$ cat config.mk
export PLATFORM = sky130hd
export DESIGN_NAME = mem_arbiter
export DESIGN_NICKNAME = d
export VERILOG_FILES = /design/src/rtl/mem_arbiter.sv
export SDC_FILE = /design/constraint.sdc
export NUM_CORES = 1
export LEC_CHECK = 0
export ABC_AREA = 1
export CAP_MARGIN = 15
export CORE_ASPECT_RATIO = 0.75
export CORE_UTILIZATION = 38
export DETAILED_ROUTE_END_ITERATION = 8
export PLACE_DENSITY = 0.85
export SYNTH_ARGS = -nofsm -noshare
export SYNTH_HDL_FRONTEND = slang
export SYNTH_SLANG_ARGS = --single-unit
$ cat constraint.sdc
create_clock -name clk -period 1.4 [get_ports clk]
set_clock_uncertainty 0.05 [all_clocks]
set_input_delay 0.42 -clock clk [delete_from_list [all_inputs] [get_ports clk]]
set_output_delay 0.42 -clock clk [all_outputs]
set_load 0.05 [all_outputs]
$ cat src/rtl/mem_arbiter.sv
// Shares one single-ported memory bus between the fetch port and the data port.
// state | meaning: IDLE = bus free; BUSY_IF = fetch cycle on bus; BUSY_DM = data cycle on bus
module mem_arbiter #(
   parameter int ADDR_W  = 32,
   parameter int DATA_W  = 32,
   parameter int TIMEOUT = 16
) (
   input  logic              clk,
   input  logic              rst,
   input  logic              if_ce_i,
   input  logic [ADDR_W-1:0] if_addr_i,
   output logic [DATA_W-1:0] if_data_o,
   output logic              if_ready_o,
   input  logic              dm_ce_i,
   input  logic              dm_we_i,
   input  logic [3:0]        dm_sel_i,
   input  logic [ADDR_W-1:0] dm_addr_i,
   input  logic [DATA_W-1:0] dm_data_i,
   output logic [DATA_W-1:0] dm_data_o,
   output logic              dm_ready_o,
   output logic              bus_req_o,
   output logic              bus_we_o,
   output logic [3:0]        bus_sel_o,
   output logic [ADDR_W-1:0] bus_addr_o,
   output logic [DATA_W-1:0] bus_wdata_o,
   input  logic [DATA_W-1:0] bus_rdata_i,
   input  logic              bus_ack_i,
   output logic              stallreq_o,
   output logic              bus_err_o
);

   localparam int CNT_W = (TIMEOUT > 2) ? $clog2(TIMEOUT) : 1;
   localparam logic [CNT_W-1:0] CNT_LAST = CNT_W'(TIMEOUT - 1);

   typedef enum logic [1:0] {IDLE, BUSY_IF, BUSY_DM} state_t;

   state_t            state_q;
   logic [CNT_W-1:0]  cnt_q;
   logic              if_ready_q, dm_ready_q;
   logic [DATA_W-1:0] if_data_q, dm_data_q;
   logic              bus_req_q, bus_we_q, bus_err_q;
   logic [3:0]        bus_sel_q;
   logic [ADDR_W-1:0] bus_addr_q;
   logic [DATA_W-1:0] bus_wdata_q;
   logic              stall;
   logic              done;

   assign stall = (dm_ce_i & ~dm_ready_q) | (if_ce_i & ~if_ready_q);
   assign done  = bus_ack_i | (cnt_q == CNT_LAST);

   always_ff @(posedge clk or negedge rst) begin
      if (!rst) begin
         state_q     <= IDLE;
         cnt_q       <= '0;
         if_ready_q  <= 1'b0;
         dm_ready_q  <= 1'b0;
         if_data_q   <= '0;
         dm_data_q   <= '0;
         bus_req_q   <= 1'b0;
         bus_we_q    <= 1'b0;
         bus_err_q   <= 1'b0;
         bus_sel_q   <= '0;
         bus_addr_q  <= '0;
         bus_wdata_q <= '0;
      end else begin
         bus_err_q <= 1'b0;
         // Pipeline advanced: drop both done flags; a completion below overrides.
         if (!stall) begin
            if_ready_q <= 1'b0;
            dm_ready_q <= 1'b0;
         end
         case (state_q)
            IDLE: begin
               if (dm_ce_i && !dm_ready_q) begin
                  state_q     <= BUSY_DM;
                  cnt_q       <= '0;
                  bus_req_q   <= 1'b1;
                  bus_we_q    <= dm_we_i;
                  bus_sel_q   <= dm_sel_i;
                  bus_addr_q  <= dm_addr_i;
                  bus_wdata_q <= dm_data_i;
               end else if (if_ce_i && !if_ready_q) begin
                  state_q    <= BUSY_IF;
                  cnt_q      <= '0;
                  bus_req_q  <= 1'b1;
                  bus_we_q   <= 1'b0;
                  bus_sel_q  <= 4'b1111;
                  bus_addr_q <= if_addr_i;
               end
            end
            BUSY_IF, BUSY_DM: begin
               if (done) begin
                  state_q   <= IDLE;
                  bus_req_q <= 1'b0;
                  bus_we_q  <= 1'b0;
                  bus_err_q <= ~bus_ack_i;
                  if (state_q == BUSY_DM) begin
                     dm_ready_q <= 1'b1;
                     dm_data_q  <= (bus_ack_i && !bus_we_q) ? bus_rdata_i : '0;
                  end else begin
                     if_ready_q <= 1'b1;
                     if_data_q  <= bus_ack_i ? bus_rdata_i : '0;
                  end
               end else begin
                  cnt_q <= cnt_q + 1'b1;
               end
            end
            default: state_q <= IDLE;
         endcase
      end
   end

   // Stall request is forced low while reset is asserted.
   assign stallreq_o  = rst & stall;
   assign if_data_o   = if_data_q;
   assign if_ready_o  = if_ready_q;
   assign dm_data_o   = dm_data_q;
   assign dm_ready_o  = dm_ready_q;
   assign bus_req_o   = bus_req_q;
   assign bus_we_o    = bus_we_q;
   assign bus_sel_o   = bus_sel_q;
   assign bus_addr_o  = bus_addr_q;
   assign bus_wdata_o = bus_wdata_q;
   assign bus_err_o   = bus_err_q;

endmodule

Word-level counts from Yosys, hierarchy flattened:

Index checks and enable logic that the tools add are counted.
W data, S select, Z words.

* logic and storage cells: 76
* input bits: 138
* flip-flop bits (word level): 143

* add/sub/neg operators: 1
* bitwise logic cells: 9
* eq/ne operators: 6
* mux-type cells: 31
* reductions and logical operators: 17

Operator list (number)
* $mux W32: 4
* $mux W4: 5
* $mux W1: 15
* $reduce_and A3 Y1: 4
* $pmux W4 S2: 1
* $mux W2: 3
* $reduce_and A2 Y1: 3
* $add A4 B1 Y4 const B: 1
* $eq A4 B4 Y1 const B: 1
* $ne A2 B2 Y1 const B: 2
* $not A1 Y1: 4
* $pmux W1 S2: 2
* $pmux W2 S2: 1
* $reduce_bool A2 Y1: 2
* $and A1 B1 Y1: 3
* $logic_and A1 B1 Y1: 3
* $logic_not A1 Y1: 3
* $ne A3 B3 Y1 const B: 1
* $eq A2 B1 Y1 const B: 1
* $eq A2 B2 Y1 const B: 1
* $logic_not A2 Y1: 1
* $or A1 B1 Y1: 2
* $reduce_or A2 Y1: 1

Depth between registers and ports, before layout:

Gate-level depths: netlist of the first run.

* word-level depth: 7
* depth in mapped cells: 9

Worst setup path before layout of the first run:

Ideal clock, no wire load.

* path type: register to output
* start point: register dm_ready_q (netlist: dm_ready_o)
* end point: output port stallreq_o
* path buffers: 0
* stages on the path, launching flop included: 6
* arrival time: 1.629 ns
* data required time: 0.930 ns
* slack: -0.699 ns
* path through: dfrtp_1 > inv_2 > nand2_4 > nand2_1 > inv_1 > nor2_1

* word-level cells in the longest chain between the ends: 4

RTL lines
* from (decl): RTL line 39 `logic if_ready_q, dm_ready_q;`
* from (signal assigned): RTL line 56 `dm_ready_q <= 1'b0;`
* from (signal assigned): RTL line 70 `dm_ready_q <= 1'b0;`
* from (signal assigned): RTL line 98 `dm_ready_q <= 1'b1;`
* $not A1 Y1: RTL line 48 `assign stall = (dm_ce_i & ~dm_ready_q) | (if_ce_i & ~if_ready_q);`
* $and A1 B1 Y1: RTL line 48
* $or A1 B1 Y1: RTL line 48
* $and A1 B1 Y1: RTL line 114 `assign stallreq_o = rst & stall;`
* to (decl): RTL line 28 `output logic stallreq_o,`

No other way between the ends.

Final worst setup path of the first run:

* start point: input port if_ce_i
* end point: output port stallreq_o

* word-level cells in the longest chain between the ends: 3

RTL lines
* from (decl): RTL line 10 `input logic if_ce_i,`
* $and A1 B1 Y1: RTL line 48
* $or A1 B1 Y1: RTL line 48
* $and A1 B1 Y1: RTL line 114

No other way between the ends.

==> impl_metrics.csv, run 1 <==
group,metric,value,unit
outcome,status,"finished, violations left",
outcome,violations,"negative hold slack, negative setup slack",
setup_path,r2r_setup_slack,-0.42,ns
power_and_ir_drop,power_leakage,7.08,nW
power_and_ir_drop,clkPwrFrac,12.6,%
setup_path,cp-start-kind,"input pin",
global_route,grt_use_total,31.9,%
synth,yosysSeqAreaShare,56.2,%
clock_network,htreeDepth,4,
setup_path,cp_data_required_time,0.93,ns
synth,synth_nets,892,
global_route,grt_max_degree,144,
hold_path,hp-class,"input pin to asynchronous set/reset pin",
routing,dr.pass1.iters,7,
routing,antenna_left,0,
setup_path,path_class,"input pin to primary output",
clock_network,cts_buffers,17,
routing,wl_per_cell,23.3,um
clock_network,clockRootBuffer,"clkbuf_16",
synth,synth_cell_type_count,22,
floorplanning,die_area,17300,um^2
clock_network,cts_tree,"built",
power_and_ir_drop,powerDensity,2850,nW/um^2
routing,wirelength,33.4,mm
synth,synth_area,6360,um^2
global_route,antenna_found_initial,2,
floorplanning,initial_utilization,39.3,%
synth,synth_top_area_share,56.2,%
power_and_ir_drop,combPwrFrac,67.2,%
power_and_ir_drop,swShare,45.0,%
clock_network,clk_path_buf_depth,2,
placed_design,finalWeightedCongestion,0.860,
global_route,grt_pass1_wl,40.8,mm
routing,drt-initial-drc-count,665,
sta,fin_crit_sh,131,%
sta,worst_slack,-0.434,ns
sta,worst_pin_slew,0.955,ns
placed_design,io_buffers,275,
final_layout,stdcell_area,14800,um^2
synth,synth_cells,751,
floorplanning,rows,40,
final_layout,final_util,91.0,%
placed_design,dp_hpwl,14.7,mm
final_layout,drive_above_1_share,56.2,%
floorplanning,pin_count,276,
power_and_ir_drop,sequentialPowerShare,20.2,%
clock_network,clkTransAtPathRegs,0.06,ns
final_layout,final_common_cell,"nand2_1",
synth,avgSynthCellArea,8.48,um^2
setup_path,end_kind,"primary output",
sta,hold_viol,20,
synth,synth_top_cell_by_area,"dfrtp_1",
power_and_ir_drop,power_switching,0.0189,W
floorplanning,fp.dieW,151,um
sta,setup_viol,279,
run,cap_viol_max_count,0,
global_route,grt_pass1_vias,7375,
clock_network,clkLatencyLatePin,0.42,ns
power_and_ir_drop,p_int,0.0232,W
sta,slew_headroom,36.4,%
clock_network,numClockSinks,143,
sta,rsz0062_at_grt,"true",
sta,drv_slew,0,
sta,layout_min_cycle_time,1.83,ns
synth,synth.area.top_cells,"dfrtp_1 56%, nand2_1 24%, o21ai_2 6.1%",
routing,drc,0,
final_layout,area_delta_synth_final,132,%
routing,num_vias,7728,
placed_design,dpl_cell_area,11100,um^2
setup_path,critPathArrivalTime,1.36,ns
power_and_ir_drop,ir_drop,0.00203,V
global_route,gr-total-overflow,0,
routing,via_per_inst,5.39,
sta,holdWs,-0.0417,ns
synth,yosys_warnings,0,
final_layout,layout_common_cells,"231 x nand2_1, 157 x buf_12, 141 x buf_4, 135 x clkdlybuf4s50_1, 116 x dfrtp_1",
floorplanning,die_h,114,um
final_layout,final_nets,1352,
setup_path,worstPathMaxFanout,2,
synth,ys_ff_latch,143,
sta,fmax,545,MHz
floorplanning,core-area,16200,um^2
-- per-stage QoR --
| stage | power (W) | hold slack, ns | worst slack, ns | setup TNS, ns | std cells |
|---|---|---|---|---|---|
| after floorplan | 0.0177 | 0.0744 | -0.192 | -2.63 | 751 |
| after global placement | 0.0282 | 0.416 | -0.491 | -47.04 | 1236 |
| after detailed placement | 0.0287 | 0.423 | -0.507 | -50.29 | 1236 |
| after CTS | 0.0380 | 0.125 | -0.422 | -27.06 | 1377 |
| after global routing | 0.0434 | 0.124 | -0.469 | -52.16 | 1434 |
| final | 0.0421 | -0.0417 | -0.434 | -43.06 | 1435 |
-- cells in the mapped netlist (all sizes together) --
cell and number:
nor2 17, clkbuf 12, ha 3, inv 15
buf 32, nor3 1, dfrtp 143, nand3b 1
nand3 45, nand4 1, nand2 413, nor3b 1
o21ai 67
-- per-layer routing --
layer  GRT usage [%]  routed length (um)  up-vias
met3            11.8                3380      118
met5               0                  13        -
met4            13.2                1400        2
met1            34.0               11200     3826
met2            56.5               17300      504
li1                -                   -     3278
-- power by group through the flow --
stage | registers [W] | clock network, W | logic, W
finish | 0.00851 | 0.00529 | 0.0283
CTS | 0.00818 | 0.00523 | 0.0246
global route | 0.00862 | 0.00549 | 0.0293
detailed placement | 0.00827 | 0 | 0.0204
global placement | 0.00816 | 0 | 0.0201
floorplan | 0.0135 | 0 | 0.00420
-- final cells by class --
type	count	area (um^2)
timing repair buffer	485	6480
multi-input combinational	549	3660
sequential	143	3610
fill	555	1460
clock buffer	20	467
tap	210	263
clock inverter	12	206
inverter	15	71.3
antenna	1	2.50
-- kinds of logic after synthesis --
family / share of synthesized area (%)
flip-flops: 56.2
buffers and inverters: 5.52
AO/OA/AOI/OAI: 7.86
AND/OR/NAND/NOR: 29.8
adder cells (fa/ha/maj): 0.590
-- final timing paths --
check	cells after the start	from	end
setup / recovery	6	if_ce_i	stallreq_o
hold / removal	2	rst	bus_err_o$_DFF_PN0_
setup reg to reg	11	dm_ready_o$_DFF_PN0_	bus_wdata_o[1]$_DFFE_PN0P_
hold reg to reg	2	bus_wdata_o[20]$_DFFE_PN0P_	bus_wdata_o[20]$_DFFE_PN0P_
max in group asynchronous	2	rst	if_data_o[12]$_DFFE_PN0P_
min in group clk	2	bus_wdata_o[20]$_DFFE_PN0P_	bus_wdata_o[20]$_DFFE_PN0P_
-- state kept, by name, indices dropped and copies added (netlist names) --
signal       count
bus_wdata_o     32
dm_data_o       32
bus_req_o        1
bus_sel_o        4
dm_ready_o       1
state_q          2
if_ready_o       1
cnt_q            4
bus_err_o        1
if_data_o       32
bus_addr_o      32
bus_we_o         1
-- timing repair --
| action | in CTS | in global routing |
|---|---|---|
| gates resized for setup | 161 | 250 |
| gates cloned | 21 | 5 |
| hold buffers | 0 | 0 |
| setup buffers | 88 | 64 |
| setup endpoints to repair | 235 | 281 |
| pin swaps | 18 | 45 |
-- critical path, cell delays in order --
cell	delay (ns)
clkdlybuf4s50_1	0.51
nand2_4	0.07
nand2_4	0.08
inv_4	0.04
nor2_4	0.09
buf_12	0.14
No activity file was read; power rests on OpenSTA's default activity.
==> run 2, diff against run 1 <==
--- a/config.mk
+++ b/config.mk
@@ -11,6 +11,7 @@
 export CORE_UTILIZATION = 38
 export DETAILED_ROUTE_END_ITERATION = 8
 export PLACE_DENSITY = 0.85
+export SETUP_SLACK_MARGIN = 0.02
 export SYNTH_ARGS = -nofsm -noshare
 export SYNTH_HDL_FRONTEND = slang
 export SYNTH_SLANG_ARGS = --single-unit
==> run 2 against run 1 <==
The run ends with negative setup slack left. Wire length rose by 15%. Design area is 0.16% higher. Clock power down 10%. Via count up 5.9%. Clock-buffer cell count down 1. Utilization up 0.15 points. Worst hold slack better by 0.078 ns. Non-clock buffer count decreased by 8. Fmax fell by 0.42%. Final cell count down 0.49%. Die area unchanged. Largest cell class unchanged.
==> impl_metrics.csv, run 2 (synthesis results as in run 1) <==
group,metric,value,unit
outcome,status,"finished, violations left",
outcome,violations,"negative setup slack",
clock_network,clkTransAtPathRegs,0.08,ns
setup_path,worstPathMaxFanout,2,
clock_network,clkLatencyLatePin,0.42,ns
sta,slew_headroom,45.8,%
floorplanning,fp.dieW,151,um
clock_network,htreeDepth,4,
routing,drt-initial-drc-count,933,
routing,dr.pass1.iters,7,
setup_path,cp.depth,6,
sta,fin_crit_sh,132,%
routing,drc,0,
setup_path,crit_family,"flip-flops",
hold_path,hp-class,"input pin to asynchronous set/reset pin",
sta,hold_viol,0,
sta,rsz0062_at_grt,"true",
setup_path,cp_slowest_cell,"dfrtp_2",
sta,setup_viol,279,
setup_path,cp-start-kind,"flop",
floorplanning,core-area,16200,um^2
sta,worst_slack,-0.441,ns
final_layout,final_common_cell,"nand2_1",
floorplanning,rows,40,
floorplanning,initial_utilization,39.3,%
global_route,gr-total-overflow,0,
setup_path,critPathArrivalTime,1.37,ns
global_route,antenna_found_initial,4,
power_and_ir_drop,ir_drop,0.00190,V
sta,final.setup.tns,-46.78,ns
final_layout,final_util,91.2,%
setup_path,crit_chain,"inv_4 -> nand2_4 -> nand2_2 -> inv_2 -> nor2_4 -> buf_12",
routing,num_vias,8185,
clock_network,cts_buffers,17,
routing,wl_per_cell,26.8,um
routing,antenna_left,0,
power_and_ir_drop,powerDensity,2880,nW/um^2
clock_network,clk_path_buf_depth,2,
floorplanning,pin_count,276,
sta,layout_min_cycle_time,1.84,ns
routing,wirelength,38.3,mm
setup_path,rr_worst_depth,11,
sta,holdWs,0.0358,ns
floorplanning,die_area,17300,um^2
final_layout,drive_above_1_share,55.7,%
setup_path,end_kind,"primary output",
placed_design,dp_hpwl,14.4,mm
final_layout,area_delta_synth_final,132,%
placed_design,finalWeightedCongestion,0.846,
floorplanning,die_h,114,um
setup_path,cp_data_required_time,0.93,ns
setup_path,critPathBufInv,3,
clock_network,holdBufCountCts,0,
run,cap_viol_max_count,0,
global_route,grt_max_degree,144,
final_layout,final_nets,1344,
sta,drv_slew,0,
clock_network,clockRootBuffer,"clkbuf_16",
global_route,grt_use_total,35.2,%
routing,via_per_inst,5.73,
global_route,grt_pass1_vias,7816,
clock_network,cts_tree,"built",
setup_path,path_class,"flop to primary output",
clock_network,numClockSinks,143,
placed_design,io_buffers,275,
final_layout,layout_common_cells,"227 x nand2_1, 159 x buf_12, 137 x buf_4, 135 x clkdlybuf4s50_1, 117 x dfrtp_1",
power_and_ir_drop,power_leakage,7.10,nW
sta,worst_pin_slew,0.813,ns
sta,fmax,543,MHz
global_route,grt_pass1_wl,44.9,mm
final_layout,fill_cells,512,
setup_path,max_stage_delay,0.43,ns
[run 2: timing repair]
item	CTS	global route
pin swaps	25	44
setup endpoints to repair	259	280
gates resized for setup	194	204
buffers inserted	85	61
cloned	24	8
[run 2: per-stage QoR]
stage                     total power, W  instances  setup WS, ns  instance area [um^2]
after floorplan                   0.0178        751        -0.192                  6530
final                             0.0426       1428        -0.441                 14800
after global routing              0.0436       1426        -0.472                 14800
after global placement            0.0281       1227        -0.486                 11000
after CTS                         0.0379       1366        -0.429                 13600
after detailed placement          0.0286       1227        -0.531                 11000
[run 2: metal layers]
| metal | wire, um | GRT usage (%) |
|---|---|---|
| met4 | 2260 | 15.1 |
| met5 | 58 | 0 |
| met3 | 4590 | 12.3 |
| met2 | 18500 | 60.5 |
| met1 | 12900 | 39.5 |
[run 2: cell type report]
type / instances / area, um^2 / area share, %
Timing Repair Buffer: 477 / 6530 / 44.2
Clock buffer: 19 / 453 / 3.06
Antenna cell: 3 / 7.51 / 0.0508
Multi-Input combinational cell: 549 / 3720 / 25.2
Inverter: 15 / 66.3 / 0.449
Sequential cell: 143 / 3610 / 24.4
Tap cell: 210 / 263 / 1.78
Clock inverter: 12 / 133 / 0.897
[run 2: final timing paths]
check | slack (ns) | endpoint | startpoint
worst min register to register | 0.47 | state_q[0]$_DFFE_PN0P_ | state_q[0]$_DFFE_PN0P_
min in group clk | 0.47 | state_q[0]$_DFFE_PN0P_ | state_q[0]$_DFFE_PN0P_
worst max-delay path | -0.44 | stallreq_o | dm_ready_o$_DFF_PN0_
worst max register to register | -0.41 | bus_wdata_o[22]$_DFFE_PN0P_ | dm_ready_o$_DFF_PN0_
max in group asynchronous | 0.58 | bus_wdata_o[1]$_DFFE_PN0P_ | rst
worst min-delay path | 0.04 | if_data_o[6]$_DFFE_PN0P_ | rst
[run 2: worst reg2reg max path, cell delays in order, from the launching register on]
cell and delay [ns]:
dfrtp_2 0.43, inv_4 0.07, nand2_4 0.05, buf_4 0.14
buf_8 0.11, buf_6 0.12, nor2_4 0.12, clkinv_4 0.14
buf_12 0.18, clkbuf_16 0.16, nand2_2 0.06, nand2_1 0.07
[run 2: power breakdown]
group	internal, W	switching (W)	total, W
Clock	0.00273	0.00203	0.00476
Sequential	0.00609	0.00256	0.00866
Combinational	0.0139	0.0153	0.0292
Total	0.0227	0.0199	0.0426
